File: config.mk
export PLATFORM = sky130hd
export DESIGN_NAME = vga_plot_arbiter
export DESIGN_NICKNAME = d
export VERILOG_FILES = /design/src/rtl/vga_plot_arbiter.sv
export SDC_FILE = /design/constraint.sdc
export NUM_CORES = 1
export LEC_CHECK = 0
export ABC_AREA = 1
export BUFFER_PORTS_ARGS = -buffer_cell sky130_fd_sc_hd__buf_2
export CAP_MARGIN = 25
export CORE_ASPECT_RATIO = 0.5
export CORE_UTILIZATION = 44
export DETAILED_ROUTE_END_ITERATION = 6
export HOLD_SLACK_MARGIN = 0.08
export PLACE_DENSITY = 0.8
export REMOVE_ABC_BUFFERS = 1
export SLEW_MARGIN = 5
export SYNTH_ARGS = -nofsm -noshare
export SYNTH_HDL_FRONTEND = slang
export SYNTH_SLANG_ARGS = --single-unit
File: constraint.sdc
create_clock -name clk -period 2.1 [get_ports clk]
set_clock_uncertainty 0.2 [all_clocks]
set_input_delay 0.105 -clock clk [delete_from_list [all_inputs] [get_ports clk]]
set_output_delay 0.105 -clock clk [all_outputs]
set_load 0.02 [all_outputs]
File: src/rtl/vga_plot_arbiter.sv
// Round-robin arbiter sharing the VGA adapter pixel port among NUM_CLIENTS drawing engines.
// Optional coordinate clipping with a clip counter is enabled by defining VGA_PLOT_CLIP_EN.
module vga_plot_arbiter #(
  parameter int NUM_CLIENTS = 3
) (
  input  logic                     clk,
  input  logic                     rst,
  input  logic [NUM_CLIENTS-1:0]   req,
  output logic [NUM_CLIENTS-1:0]   gnt,
  input  logic [8*NUM_CLIENTS-1:0] cl_x,
  input  logic [7*NUM_CLIENTS-1:0] cl_y,
  input  logic [3*NUM_CLIENTS-1:0] cl_colour,
  input  logic [NUM_CLIENTS-1:0]   cl_plot,
  output logic [7:0]               vga_x,
  output logic [6:0]               vga_y,
  output logic [2:0]               vga_colour,
  output logic                     vga_plot,
  output logic                     busy
`ifdef VGA_PLOT_CLIP_EN
  ,
  output logic [15:0]              clip_count
`endif
);

  localparam int PW = $clog2(NUM_CLIENTS);

  typedef enum logic {IDLE, GRANT} state_t;

  state_t                 state_q, state_d;
  logic [PW-1:0]          rrPtr_q, rrPtr_d;
  logic [PW-1:0]          owner_q, owner_d;
  logic [NUM_CLIENTS-1:0] gnt_q, gnt_d;
  logic [7:0]             vgaX_q, vgaX_d;
  logic [6:0]             vgaY_q, vgaY_d;
  logic [2:0]             vgaColour_q, vgaColour_d;
  logic                   vgaPlot_q, vgaPlot_d;
`ifdef VGA_PLOT_CLIP_EN
  logic [15:0]            clipCount_q, clipCount_d;
`endif

  logic [7:0] xArr      [NUM_CLIENTS];
  logic [6:0] yArr      [NUM_CLIENTS];
  logic [2:0] colourArr [NUM_CLIENTS];

  logic [PW-1:0] sel;
  logic          selFound;
  logic          ownerReq;

  for (genvar i = 0; i < NUM_CLIENTS; i++) begin : gUnpack
    assign xArr[i]      = cl_x[8*i +: 8];
    assign yArr[i]      = cl_y[7*i +: 7];
    assign colourArr[i] = cl_colour[3*i +: 3];
  end

  assign ownerReq = req[owner_q];

  // First requester at or above rrPtr, wrapping; the candidate index is folded explicitly
  // so non-power-of-two client counts never scan a nonexistent client.
  always_comb begin
    int idx;
    logic [PW-1:0] cand;
    idx      = 0;
    cand     = '0;
    sel      = '0;
    selFound = 1'b0;
    for (int k = 0; k < NUM_CLIENTS; k++) begin
      idx = int'(rrPtr_q) + k;
      if (idx >= NUM_CLIENTS) idx = idx - NUM_CLIENTS;
      cand = PW'(idx);
      if (!selFound && req[cand]) begin
        selFound = 1'b1;
        sel      = cand;
      end
    end
  end

  always_ff @(posedge clk) begin
    if (rst) begin
      state_q     <= IDLE;
      rrPtr_q     <= '0;
      owner_q     <= '0;
      gnt_q       <= '0;
      vgaX_q      <= '0;
      vgaY_q      <= '0;
      vgaColour_q <= '0;
      vgaPlot_q   <= 1'b0;
`ifdef VGA_PLOT_CLIP_EN
      clipCount_q <= '0;
`endif
    end else begin
      state_q     <= state_d;
      rrPtr_q     <= rrPtr_d;
      owner_q     <= owner_d;
      gnt_q       <= gnt_d;
      vgaX_q      <= vgaX_d;
      vgaY_q      <= vgaY_d;
      vgaColour_q <= vgaColour_d;
      vgaPlot_q   <= vgaPlot_d;
`ifdef VGA_PLOT_CLIP_EN
      clipCount_q <= clipCount_d;
`endif
    end
  end

  always_comb begin
    state_d = state_q;
    rrPtr_d = rrPtr_q;
    owner_d = owner_q;
    unique case (state_q)
      IDLE: begin
        if (selFound) begin
          state_d = GRANT;
          owner_d = sel;
        end
      end
      GRANT: begin
        if (!ownerReq) begin
          state_d = IDLE;
          rrPtr_d = (owner_q == PW'(NUM_CLIENTS - 1)) ? '0 : owner_q + PW'(1);
        end
      end
      default: state_d = IDLE;
    endcase
  end

  // Only the owner's slice is ever forwarded; other clients' strobes are ignored.
  always_comb begin
    gnt_d       = '0;
    vgaX_d      = vgaX_q;
    vgaY_d      = vgaY_q;
    vgaColour_d = vgaColour_q;
    vgaPlot_d   = 1'b0;
`ifdef VGA_PLOT_CLIP_EN
    clipCount_d = clipCount_q;
`endif
    if (state_q == IDLE) begin
      if (selFound) gnt_d[sel] = 1'b1;
    end else if (ownerReq) begin
      gnt_d = gnt_q;
`ifdef VGA_PLOT_CLIP_EN
      if (cl_plot[owner_q] && (xArr[owner_q] > 8'd159 || yArr[owner_q] > 7'd119)) begin
        if (clipCount_q != 16'hFFFF) clipCount_d = clipCount_q + 16'd1;
      end else begin
        vgaX_d      = xArr[owner_q];
        vgaY_d      = yArr[owner_q];
        vgaColour_d = colourArr[owner_q];
        vgaPlot_d   = cl_plot[owner_q];
      end
`else
      vgaX_d      = xArr[owner_q];
      vgaY_d      = yArr[owner_q];
      vgaColour_d = colourArr[owner_q];
      vgaPlot_d   = cl_plot[owner_q];
`endif
    end
  end

  assign gnt        = gnt_q;
  assign busy       = (state_q == GRANT);
  assign vga_x      = vgaX_q;
  assign vga_y      = vgaY_q;
  assign vga_colour = vgaColour_q;
  assign vga_plot   = vgaPlot_q;
`ifdef VGA_PLOT_CLIP_EN
  assign clip_count = clipCount_q;
`endif

endmodule

### Yosys cells after proc, flatten, opt, wreduce, memory -nomap -nowiden

Cells that the tools add are included.

* register bits after elaboration: 27
* input port bits: 62
* output and inout bits: 23
* logic and storage cells: 75

* $add $sub $neg: 6
* order comparisons: 10
* equality and inequality tests: 2
* muxes and demuxes: 37
* bitwise logic cells: 3
* reduce and logical (&&, ||, !) cells: 9

Operators with widths (number)
* $bmux 8 s2: 1
* $mux 8: 2
* $lt 2x3->1 const B: 5
* $mux 3: 5
* $bmux 7 s2: 1
* $mux 2: 7
* $mux 7: 2
* $mux 1: 11
* $bmux 1 s2: 5
* $bmux 3 s2: 1
* $ge 3x2->1 const B: 2
* $reduce_and 2->1: 3
* $sub 2x2->2 const B: 3
* $add 2x1->3 const B: 1
* $add 2x2->3 const B: 1
* $ge 3x3->1 const B: 1
* $logic_and 1x1->1: 3
* $not 2->3: 1
* $reduce_or 3->1: 1
* $add 2x1->2 const B: 1
* $demux 1 s2: 1
* $eq 2x2->1 const B: 1
* $ge 2x1->1 const B: 1
* $ge 2x2->1 const B: 1
* 4 further kinds: 6

### Logic depth before layout (Yosys ltp)

Gate-level depths: netlist (run 1).

* word-level depth: 17
* mapped depth: 12
* gate-level depth less buffers: 12

### Least setup slack after synthesis (run 1)

Ideal clock, no wire load.

* path kind: reg-to-reg
* start: register rrPtr_q[0]
* end: register gnt_q[0], in the netlist gnt[0]
* setup time: 0.128 ns
* arrival: 1.400 ns
* data required time: 1.772 ns
* setup slack: 0.372 ns
* stages on the path, launching flop included: 12
* path buffers: 0
* period minus slack after synthesis: 1.728 ns
* path through: dfxtp_1 inv_1 ha_1 inv_1 nand2_1 nand3_1 nand2_1 nand3_1 nor2_1 nor2_1 nand3_1 a21oi_1

* cells in the longest elaborated chain, start to end: 17
* elaborated cells on any way between the ends: 34
* classes of those cells: add/sub: 5; order compare: 5; mux: 19; reduce/logical: 5

RTL lines
* start: declaration: RTL line 30 `logic [PW-1:0] rrPtr_q, rrPtr_d;`
* start signal: assignment: RTL line 92 `rrPtr_q <= rrPtr_d;`
* branches (longest 15 deep; another with $add 2x1->3)
* $mux 3 *: RTL line 137 `if (selFound) gnt_d[sel] = 1'b1;`
* $mux 3 *: RTL line 136 `if (state_q == IDLE) begin`
* end signal: assignment: RTL line 94 `gnt_q <= gnt_d;`
* end: declaration: RTL line 32 `logic [NUM_CLIENTS-1:0] gnt_q, gnt_d;`

Every way passes the cells marked *. The select of a mux whose other input is x is not followed.
A chain may end at the register's enable or synchronous reset.

### Worst setup path in the final report (run 1)

* start: register owner_q[1]
* end: register vgaPlot_q, in the netlist vga_plot

* cells in the longest elaborated chain, start to end: 4
* elaborated cells on any way between the ends: 6
* classes of those cells: mux: 4; bitwise: 1; reduce/logical: 1

RTL lines
* start: declaration: RTL line 31 `logic [PW-1:0] owner_q, owner_d;`
* start signal: assignment: RTL line 93 `owner_q <= owner_d;`
* $bmux 1 s2: RTL line 55 `assign ownerReq = req[owner_q];`
* $mux 1 (not written as such): RTL line 55
* $not 1->1 (no line)
* $reduce_or 3->1 (no line)
* end signal: assignment: RTL line 98 `vgaPlot_q <= vgaPlot_d;`
* end: declaration: RTL line 36 `logic vgaPlot_q, vgaPlot_d;`

Parallel ways exist; a longest one is shown, timed or not. The select of a mux whose other input is x is not followed.

==> flow_summary.rst, run 1 <==
.. list-table::
   :header-rows: 1

   * - Metric
     - Value
   * - CP endpoint kind
     - register
   * - Outcome
     - completed
   * - Total chip power
     - roughly 3.6 mW
   * - DR DRC count
     - 0
   * - Number of diodes added for antenna fixing
     - 0
   * - Via count of the first global-routing pass
     - 1967
   * - Pre-CTS setup slack
     - 0.170 ns
   * - Average detailed-routed wire length per instance
     - 12.8 microns
   * - Clk sink count
     - 27
   * - Delay of the slowest cell on the worst path
     - around 0.57 ns
   * - Ports placed on the boundary
     - 85
   * - Number of nets with antenna violations after routing
     - 0
   * - CTS tree
     - yes
   * - Worst slew margin
     - a little over three fifths
   * - Register bit total from synthesis
     - 27
   * - Global-route total usage across every layer
     - 28.0%
   * - Combined area of all synthesized cells
     - ~1500 sq um
   * - Clock root cell
     - sky130_fd_sc_hd__clkbuf_8
   * - Highest routed layer
     - met4
   * - Post-route worst setup slack
     - 0.0620 ns
   * - Die Wd
     - 85.6 microns
   * - Final hold violation count
     - 0
   * - FF-to-FF setup slack
     - around 0.062 ns
   * - Max FO, Critical Path
     - 10
   * - Final setup violation count
     - 0
   * - Cell count along the critical path
     - 6
   * - Filler instances
     - about 230
   * - Critical Setup Path Class
     - reg2reg
   * - Synth warn
     - 0
   * - Worst endpoint data arrival time
     - 2.06 ns
   * - Leakage power figure
     - 1.25 nW
   * - Die Footprint
     - roughly 3800 sq um
   * - Die outline height
     - around 44 microns
   * - Clock input transition at the sequential cells of the worst setup and hold paths
     - 0.09 ns
   * - Proportion of layout cells with a drive suffix above 1
     - 27.6%
   * - Number of buffers inserted during clock tree synthesis
     - 3
   * - Global-route wire length before repair
     - between 8000 and 9000 microns
   * - Standard cell core area
     - 3170 sq um
   * - Input/output buffers
     - 84
   * - Final RePlAce weighted congestion
     - 0.962
   * - Standard-cell rows
     - 14
   * - Maximum count of clock buffers along a single path
     - 2
   * - Critical path startpoint category
     - register
   * - Latest clock arrival within the worst-skew pair
     - 0.27 ns
   * - Via-per-instance ratio
     - roughly 5
   * - Synthesized area divided by synthesized cell count
     - about 6.2 sq um
   * - Sum of met2 wire segment lengths after detailed routing
     - 2740 microns
   * - Power density over cell area
     - 1460 nW/um^2
   * - Classification of the worst-slack hold path
     - in2reg
   * - Initial DRT Pass Iterations
     - 4
   * - Final number of max-transition violations
     - 0
   * - Share of the clock period used by the worst path after layout
     - 97.0%
   * - Layout overhead on the synthesized area
     - 59.1%
   * - Pin count of the biggest net entering global routing
     - 22
   * - Transition time of the tightest slew-check pin
     - 0.555 ns
   * - Routed wire length
     - 5340 microns
   * - HPWL reported at the end of detailed placement
     - 3110 microns
   * - Max rail drop VDD
     - 0.000614 V
   * - Gate count of the mapped netlist
     - 250
   * - Placed standard-cell area
     - 1970 sq um
   * - Starting DRC count in detailed routing
     - 121
   * - Maximum frequency from static timing analysis
     - 491 MHz
   * - Total number of vias
     - around 2100
   * - Number of H-tree levels
     - 1
   * - Final Net Count
     - 436
   * - Starting Density
     - 48.5%
   * - Cell area after layout
     - 2450 sq um
   * - Reg2Reg Depth
     - 6
   * - Required time reported for the critical path endpoint
     - 2.12 ns
   * - Met1 Wirelength
     - between 2000 and 2500 microns
   * - Buffers and inverters on the worst path
     - 2
   * - Shortest clock period the worst path allows after layout
     - approximately 2.0 ns
   * - Cell count of the worst hold path
     - 6
   * - Initial antenna violation count
     - 0
   * - Family with the most delay on the worst path
     - buffers and inverters
   * - Cells along the critical path
     - inv_1, nand2_2, o221ai_2, nand2_4, a211oi_1, dlygate4sd3_1
   * - Worst path slowest cell
     - sky130_fd_sc_hd__dlygate4sd3_1
   * - Number of max-cap violations
     - 0
   * - Final core occ
     - between 70% and 80%
   * - Total met3 wirelength after detailed routing
     - roughly 380 microns
   * - Distinct cells, synth
     - 19
   * - Remaining global-route overflow
     - 0
   * - Fraction of the yosys area taken by sequential cells
     - a little over a third
[cells in the mapped netlist]
cell,number,share of area [%]
sky130_fd_sc_hd__nand2_1,78,19
sky130_fd_sc_hd__nor2_1,44,11
sky130_fd_sc_hd__nand3_1,29,9.4
sky130_fd_sc_hd__dfxtp_1,27,35
sky130_fd_sc_hd__o21ai_0,19,6.2
sky130_fd_sc_hd__inv_1,17,4.1
sky130_fd_sc_hd__a21oi_1,8,2.6
sky130_fd_sc_hd__o21ai_1,5,1.6
sky130_fd_sc_hd__buf_2,4,1.3
sky130_fd_sc_hd__clkbuf_1,4,0.98
sky130_fd_sc_hd__ha_1,4,3.3
sky130_fd_sc_hd__buf_4,2,0.98
sky130_fd_sc_hd__buf_6,2,1.5
sky130_fd_sc_hd__inv_2,2,0.49
sky130_fd_sc_hd__a211oi_1,1,0.49
sky130_fd_sc_hd__a22oi_1,1,0.49
sky130_fd_sc_hd__nand2_2,1,0.41
sky130_fd_sc_hd__nor3_1,1,0.32
sky130_fd_sc_hd__o221ai_2,1,0.98
[state kept, by name (all words and copies together) (netlist names)]
| signal | cells |
|---|---|
| vga_x | 8 |
| vga_y | 7 |
| gnt | 3 |
| vga_colour | 3 |
| owner_q | 2 |
| rrPtr_q | 2 |
| busy | 1 |
| vga_plot | 1 |
[worst reg2reg max path: stages (launching register included)]
cell and delay [ns]:
sky130_fd_sc_hd__dfxtp_2 0.35, sky130_fd_sc_hd__inv_1 0.13, sky130_fd_sc_hd__nand2_2 0.13, sky130_fd_sc_hd__o221ai_2 0.27, sky130_fd_sc_hd__nand2_4 0.15, sky130_fd_sc_hd__a211oi_1 0.18, sky130_fd_sc_hd__dlygate4sd3_1 0.57
[where the power goes]
part	total, mW	leakage (nW)	internal (mW)	switching [mW]
registers	0.875	0.223	0.732	0.143
clock network	0.297	0.0228	0.136	0.161
logic	2.41	1.00	1.01	1.40
total	3.58	1.25	1.88	1.71
[per-layer routing]
layer  global-route usage [%]  vias up
met4                     10.0        0
met1                     32.0      952
met2                     53.3      101
li1                         -     1029
met3                     5.90       12
met5                        0        -
[path summary, 6_finish.rpt]
| check | from | end |
|---|---|---|
| setup / recovery | owner_q[1]$_SDFFE_PP0P_ | vga_plot$_SDFF_PP0_ |
| setup reg to reg | owner_q[1]$_SDFFE_PP0P_ | vga_plot$_SDFF_PP0_ |
| hold reg to reg | gnt[2]$_SDFFE_PP0N_ | gnt[2]$_SDFFE_PP0N_ |
| hold / removal | req[1] | gnt[0]$_SDFFE_PP0N_ |
[what timing repair did]
action,4_1_cts,5_1_grt
setup buffers,0,0
endpoints found under the setup margin,0,22
hold endpoints to repair,25,0
hold buffers,39,0
gates resized for setup,0,17
[cell usage in the layout (no fill, tap or decap), types with 2 or more instances in the layout]
| cell type | instances |
|---|---|
| sky130_fd_sc_hd__dlygate4sd3_1 | 39 |
| sky130_fd_sc_hd__nor2_1 | 42 |
| sky130_fd_sc_hd__nand2_1 | 77 |
| sky130_fd_sc_hd__dfxtp_2 | 3 |
| sky130_fd_sc_hd__clkbuf_8 | 3 |
| sky130_fd_sc_hd__nand3_1 | 29 |
| sky130_fd_sc_hd__inv_1 | 17 |
| sky130_fd_sc_hd__ha_1 | 3 |
| sky130_fd_sc_hd__buf_6 | 2 |
| sky130_fd_sc_hd__buf_2 | 84 |
| sky130_fd_sc_hd__dfxtp_1 | 24 |
| sky130_fd_sc_hd__a21oi_1 | 8 |
| sky130_fd_sc_hd__o21ai_0 | 18 |
| sky130_fd_sc_hd__o21ai_1 | 6 |
| sky130_fd_sc_hd__buf_4 | 2 |
[per-stage QoR]
| stage | hold WS (ns) | TNS (ns) | instances |
|---|---|---|---|
| 6_report | 0.156 | 0 | 417 |
| 5_1_grt | 0.196 | -0.0524 | 417 |
| 2_1_floorplan | -0.0259 | -0.675 | 238 |
| 3_5_place_dp | 0.170 | 0 | 373 |
| 4_1_cts | 0.119 | 0 | 416 |
| 3_3_place_gp | 0.167 | 0 | 373 |
[layout make-up]
cell class,instances,area [sq um],area share [%]
timing repair buffer,127,848,34.6
inverter,19,76.3,3.12
tap,48,60.1,2.45
multi-input combinational,192,875,35.7
clock buffer,4,45.0,1.84
sequential,27,544,22.2
[logic make-up after synthesis]
group                    after synthesis  share of synthesized area (%)
AND/OR/NAND/NOR                      153                           39.9
AO/OA/AOI/OAI                         35                           12.4
buffers and inverters                 31                           9.35
flip-flops                            27                           35.1
adder cells (fa/ha/maj)                4                           3.25
(Power assumes the default switching activity.)
==> run 2: changes to the inputs <==
==> constraint.sdc (replaced) <==
create_clock -name clk -period 2.1 [get_ports clk]
set_clock_uncertainty 0.2 [all_clocks]
set_input_delay 0.21 -clock clk [delete_from_list [all_inputs] [get_ports clk]]
set_output_delay 0.21 -clock clk [all_outputs]
set_load 0.02 [all_outputs]
==> run 2 against run 1 <==
Effect of this change:
- non-clock buffer count down 37
- power down 16%
- first-iteration DRC count down 38%
- largest cell class unchanged
- worst hold slack worse by 0.071 ns
- global-route usage down 4.7 points
- cell count down 8.9%
- routed wire length down 22%
- design area down 16%
- register-to-register slack better by 0.17 ns
- core utilization down 13 points
- via count down 12%
==> flow_summary.rst, run 2 (synthesized netlist as in run 1, its figures left out) <==
.. list-table::
   :header-rows: 1

   * - Metric
     - Value
   * - Outcome
     - completed
   * - Non-Filler Instances
     - 380
   * - CP endpoint kind
     - register
   * - Critical Setup Path Class
     - reg2reg
   * - Latest clock arrival within the worst-skew pair
     - 0.27 ns
   * - Pre-CTS setup slack
     - between 0.15 and 0.2 ns
   * - Top library cells by usage in the layout, fill and taps aside
     - 84 x sky130_fd_sc_hd__buf_2, 78 x sky130_fd_sc_hd__nand2_1, 44 x sky130_fd_sc_hd__nor2_1, 29 x sky130_fd_sc_hd__nand3_1, 26 x sky130_fd_sc_hd__dfxtp_1
   * - Shortest clock period the worst path allows after layout
     - 1.87 ns
   * - Cells along the critical path
     - inv_1, ha_2, inv_1, nand2_1, nand3_1, nand2_1, nand3_1, nor2_1, o21ai_1, a21oi_1
   * - Share of the clock period used by the worst path after layout
     - approximately 89%
   * - Layout overhead on the synthesized area
     - 33.1%
   * - Starting Density
     - 48.5%
   * - Total chip power
     - 3.00 mW
   * - Required time reported for the critical path endpoint
     - 2.10 ns
   * - Multi-input combinational cell area
     - 857 sq um
   * - Number of buffers inserted during clock tree synthesis
     - 3
   * - Initial antenna violation count
     - 0
   * - Final hold violation count
     - 0
   * - Standard cell core area
     - 3170 sq um
   * - Filler instances
     - 304
   * - Cell count of the worst hold path
     - 5
   * - Die Wd
     - approximately 86 microns
   * - Final Net Count
     - 399
   * - Final RePlAce weighted congestion
     - a little under 1
   * - Number of nets with antenna violations after routing
     - 0
   * - CTS tree
     - yes
   * - Leakage power figure
     - 1.07 nW
   * - Most common cell after layout, fill and taps aside
     - sky130_fd_sc_hd__buf_2
   * - Launching point of the worst reg2reg path
     - rrPtr_q[0]$_SDFFE_PP0P_
   * - Start point of the worst min-delay path
     - cl_x[12]
   * - FF-to-FF setup slack
     - 0.23 ns
   * - Number of max-cap violations
     - 0
   * - Delay of the slowest cell on the worst path
     - 0.37 ns
   * - Combined flip-flop and latch cell area
     - between 500 and 600 sq um
   * - Inst Count DP
     - 373
   * - Max rail drop VDD
     - ~0.0005 V
   * - End of the worst hold path
     - vga_x[4]$_SDFFE_PP0P_
   * - Initial DRT Pass Iterations
     - 5
   * - Via count of the first global-routing pass
     - between 1500 and 2000
   * - Remaining global-route overflow
     - 0
   * - Classification of the worst-slack hold path
     - in2reg
   * - Worst endpoint data arrival time
     - ~1.9 ns
   * - Number of diodes added for antenna fixing
     - 0
   * - Max FO, Critical Path
     - 7
   * - Maximum frequency from static timing analysis
     - 534 MHz
   * - Total number of vias
     - ~1800
   * - Post-route worst setup slack
     - 0.227 ns
   * - Input/output buffers
     - 84
   * - Critical path startpoint category
     - register
   * - Global-route wire length before repair
     - 6990 microns
   * - Die outline height
     - roughly 44 microns
   * - Routed wire length
     - 4140 microns
   * - Clock root cell
     - sky130_fd_sc_hd__clkbuf_8
   * - RSZ-0062 raised after global routing
     - no
   * - Standard-cell rows
     - 14
   * - Power density over cell area
     - 1470 nW/um^2
   * - Die Footprint
     - around 3800 sq um
   * - Pin count of the biggest net entering global routing
     - 22
   * - DR DRC count
     - 0
   * - Worst slew margin
     - 65.8%
   * - Via-per-instance ratio
     - just under 5
   * - Final number of max-transition violations
     - 0
   * - Proportion of layout cells with a drive suffix above 1
     - 28.9%
   * - Maximum count of clock buffers along a single path
     - 2
   * - Average detailed-routed wire length per instance
     - 10.9 microns
   * - Number of flip-flops in the largest register
     - 8
   * - Reg2Reg Depth
     - 10
   * - Global-route total usage across every layer
     - 23.3%
   * - Worst path slowest cell
     - sky130_fd_sc_hd__ha_2
   * - Clock input transition at the sequential cells of the worst setup and hold paths
     - 0.09 ns
   * - Final setup violation count
     - 0
   * - HPWL reported at the end of detailed placement
     - around 3100 microns
   * - Number of H-tree levels
     - 1
   * - Reg-to-reg critical path endpoint
     - owner_q[0]$_SDFFE_PP0P_
   * - Transition time of the tightest slew-check pin
     - 0.512 ns
   * - Ports placed on the boundary
     - 85
   * - Clk sink count
     - 27
   * - Starting DRC count in detailed routing
     - 75
   * - Final core occ
     - 64.6%
run 2: layout make-up:
type | count | area share (%)
clock buffer | 4 | 2.20
inverter | 19 | 3.48
multi-input combinational | 192 | 41.8
sequential | 27 | 26.5
tap | 48 | 2.93
timing repair buffer | 90 | 23.1
run 2: timing repair:
item,in CTS,in global routing
buffers inserted,0,0
resized for setup,0,2
endpoints found under the setup margin,0,5
hold buffers,3,0
hold endpoints to repair,8,0
run 2: power by group:
part	switching, mW	leakage (nW)	internal (mW)
clock	0.154	0.0228	0.136
combinational	1.22	0.830	0.644
sequential	0.118	0.222	0.728
run 2: worst max path at each step:
| stage | start | end | cells after the start |
|---|---|---|---|
| 2_1_floorplan | owner_q[1]$_SDFFE_PP0P_ | gnt[0]$_SDFFE_PP0N_ | 7 |
| 3_3_place_gp | rrPtr_q[0]$_SDFFE_PP0P_ | gnt[1]$_SDFFE_PP0N_ | 10 |
| 3_5_place_dp | rrPtr_q[0]$_SDFFE_PP0P_ | gnt[1]$_SDFFE_PP0N_ | 10 |
| 4_1_cts | rrPtr_q[0]$_SDFFE_PP0P_ | owner_q[0]$_SDFFE_PP0P_ | 10 |
| 5_1_grt | rrPtr_q[0]$_SDFFE_PP0P_ | owner_q[1]$_SDFFE_PP0P_ | 10 |
| 6_report | rrPtr_q[0]$_SDFFE_PP0P_ | owner_q[0]$_SDFFE_PP0P_ | 10 |
run 2: worst max-delay path: cells and delay by family (launching register included):
kind	cells	cell delay (ns)
flops	1	0.36
fa+ha+maj	1	0.37
simple gates	5	0.48
compound gates	2	0.23
buf+inv	2	0.17
run 2: layer usage:
metal | global-route usage, % | routed length (microns)
met2 | 44.5 | 2090
met4 | 9.33 | 48
met5 | 0 | 0
met1 | 25.8 | 1810
met3 | 5.33 | 191
run 2: metrics by stage:
stage | hold WS (ns) | instance area, sq um | TNS (ns)
after floorplan | 0.0791 | 1470 | -0.675
after global placement | 0.256 | 1970 | 0
after detailed placement | 0.261 | 1970 | 0
after CTS | 0.0875 | 2040 | 0
after global routing | 0.101 | 2050 | 0
final | 0.0857 | 2050 | 0
==> run 3: changes to the inputs <==
--- a/config.mk
+++ b/config.mk
@@ -6,13 +6,13 @@
 export NUM_CORES = 1
 export LEC_CHECK = 0
 export ABC_AREA = 1
-export BUFFER_PORTS_ARGS = -buffer_cell sky130_fd_sc_hd__buf_2
 export CAP_MARGIN = 25
 export CORE_ASPECT_RATIO = 0.5
-export CORE_UTILIZATION = 44
+export CORE_UTILIZATION = 50
 export DETAILED_ROUTE_END_ITERATION = 6
+export DONT_BUFFER_PORTS = 1
 export HOLD_SLACK_MARGIN = 0.08
-export PLACE_DENSITY = 0.8
+export PLACE_DENSITY = 0.66
 export REMOVE_ABC_BUFFERS = 1
 export SLEW_MARGIN = 5
 export SYNTH_ARGS = -nofsm -noshare
==> run 3 against run 2 <==
Effect of this change:
- sequential share of layout area rose by 0.71 points
- power rose by 8.9%
- register-to-register slack got worse by 0.15 ns
- non-clock buffer count fell by 48
- sequential power rose by 31%
- worst hold slack improved by 0.012 ns
- combinational power barely moved
- worst setup slack got worse by 0.15 ns
- sequential cell count did not move
- count of clock-buffer cells in the layout fell by 1
- first-iteration DRC count rose by 39%
- critical path type unchanged
- largest cell class unchanged
==> flow_summary.rst, run 3 (synthesized netlist as in run 1, its figures left out) <==
.. list-table::
   :header-rows: 1

   * - Metric
     - Value
   * - Number of max-cap violations
     - 0
   * - Layout overhead on the synthesized area
     - 29.9%
   * - Leakage power figure
     - 0.878 nW
   * - CP endpoint kind
     - register
   * - Post-CTS Setup Inserts
     - 0
   * - Critical Setup Path Class
     - reg2reg
   * - Starting Density
     - 56.0%
   * - Total negative slack
     - 0 ns
   * - Proportion of layout cells with a drive suffix above 1
     - between 6 and 7%
   * - Initial DRT Pass Iterations
     - 4
   * - Total chip power
     - 3.27 mW
   * - Transition time of the tightest slew-check pin
     - 0.527 ns
   * - Clock root cell
     - sky130_fd_sc_hd__clkbuf_8
   * - Max rail drop VDD
     - 0.000777 V
   * - Global-route wire length before repair
     - roughly 6700 microns
   * - Start point of the worst min-delay path
     - req[2]
   * - Critical path startpoint category
     - register
   * - Clock input transition at the sequential cells of the worst setup and hold paths
     - 0.09 ns
   * - Global-route total usage across every layer
     - 27.5%
   * - Die Wd
     - approximately 80 microns
   * - Clk sink count
     - 27
   * - Number of nets with antenna violations after routing
     - 0
   * - Starting DRC count in detailed routing
     - 104
   * - Latest clock arrival within the worst-skew pair
     - 0.27 ns
   * - Worst slew margin
     - 64.8%
   * - Launching point of the worst reg2reg path
     - owner_q[1]$_SDFFE_PP0P_
   * - First element of the critical path
     - owner_q[1]$_SDFFE_PP0P_
   * - CTS tree
     - yes
   * - Number of flip-flops in the largest register
     - 8
   * - Final setup violation count
     - 0
   * - Most common cell after layout, fill and taps aside
     - sky130_fd_sc_hd__nand2_1
   * - Cell with the most instances on the worst path
     - sky130_fd_sc_hd__nand2_2
   * - HPWL reported at the end of detailed placement
     - 2560 microns
   * - Family with the most delay on the worst path
     - buffers and inverters
   * - Final Net Count
     - about 350
   * - Delay of the slowest cell on the worst path
     - 0.57 ns
   * - Max FO, Critical Path
     - 20
   * - Final RePlAce weighted congestion
     - 0.931
   * - Die outline height
     - 41.2 microns
   * - Maximum count of clock buffers along a single path
     - 2
   * - Standard-cell rows
     - 13
   * - Filler instances
     - between 200 and 250
   * - Number of buffers inserted during clock tree synthesis
     - 3
   * - Final number of max-transition violations
     - 0
   * - Worst path slowest cell
     - sky130_fd_sc_hd__dlygate4sd3_1
   * - Share of the clock period used by the worst path after layout
     - between 90% and 100%
   * - Initial antenna violation count
     - 0
   * - Standard cell core area
     - 2750 sq um
   * - Average detailed-routed wire length per instance
     - between 10 and 15 microns
   * - Via count of the first global-routing pass
     - 1572
   * - Required time reported for the critical path endpoint
     - 2.12 ns
   * - Remaining global-route overflow
     - 0
   * - Via-per-instance ratio
     - 5.48
   * - Maximum frequency from static timing analysis
     - 494 MHz
   * - Total number of vias
     - 1759
   * - Buffers and inverters on the worst path
     - 3
   * - Input/output buffers
     - 0
   * - Ports placed on the boundary
     - 85
   * - Final hold violation count
     - 0
   * - Number of diodes added for antenna fixing
     - 0
   * - Worst endpoint data arrival time
     - 2.05 ns
   * - Shortest clock period the worst path allows after layout
     - 2.02 ns
   * - Cells along the critical path
     - inv_1, nand2_2, o221ai_2, nand2_2, buf_6, a211oi_2, dlygate4sd3_1
   * - Outcome
     - completed
   * - Top library cells by usage in the layout, fill and taps aside
     - 77 x sky130_fd_sc_hd__nand2_1, 42 x sky130_fd_sc_hd__nor2_1, 39 x sky130_fd_sc_hd__dlygate4sd3_1, 29 x sky130_fd_sc_hd__nand3_1, 25 x sky130_fd_sc_hd__dfxtp_1
   * - Routed wire length
     - 4420 microns
   * - DR DRC count
     - 0
   * - Die Footprint
     - about 3300 sq um
   * - Power density over cell area
     - 1640 nW/um^2
   * - Classification of the worst-slack hold path
     - in2reg
   * - Number of H-tree levels
     - 1
   * - Pin count of the biggest net entering global routing
     - 22
-- run 3: metal layers --
metal,vias up,track usage [%],wire length (microns)
li1,857,-,-
met1,813,29.8,1830
met2,82,54.9,2180
met3,7,8.00,363
met4,0,8.93,47
met5,-,0,0
-- run 3: final cells by class --
type / instances / area [sq um] / share of cell area [%]
multi-input cells: 192 / 870 / 43.5
clock buffers: 3 / 41.3 / 2.07
clock inverters: 1 / 5.00 / 0.250
inverters: 19 / 73.8 / 3.69
well taps: 37 / 46.3 / 2.32
flip-flops and latches: 27 / 543 / 27.2
repair buffers: 42 / 420 / 21.0
-- run 3: final timing paths --
kind / to / slack, ns / cells after the start
setup / recovery: vga_plot$_SDFF_PP0_ / 0.08 / 7
hold / removal: rrPtr_q[1]$_SDFFE_PP0P_ / 0.1 / 4
setup reg to reg: vga_plot$_SDFF_PP0_ / 0.08 / 7
hold reg to reg: owner_q[1]$_SDFFE_PP0P_ / 0.30 / 2
-- run 3: worst register-to-register path, delay by kind of cell (launching register included) --
kind            cells  cell delay (ns)
flops               1             0.35
buf+inv             3             0.84
compound gates      2             0.39
simple gates        2             0.20
-- run 3: timing repair --
action,in CTS,in global routing
hold endpoints to repair,25,0
gates resized for setup,0,11
endpoints found under the setup margin,0,19
hold buffers,39,0
-- run 3: power breakdown --
part           switching (mW)  internal, mW
Sequential              0.377         0.731
Combinational            1.03         0.834
Clock                   0.168         0.133
Total                    1.57          1.70
-- run 3: per-stage QoR --
step / utilization [%] / area (sq um) / worst slack (ns) / std cells / hold slack (ns)
after floorplan: - / 1470 / -0.0806 / 238 / 0.0791
after global placement: 55.8 / 1540 / 0.291 / 278 / 0.0803
after detailed placement: 55.8 / 1540 / 0.212 / 278 / 0.0821
after CTS: 71.7 / 1970 / 0.0827 / 321 / 0.0939
after global routing: 72.7 / 2000 / -0.0314 / 321 / 0.111
final: 72.7 / 2000 / 0.0765 / 321 / 0.0981
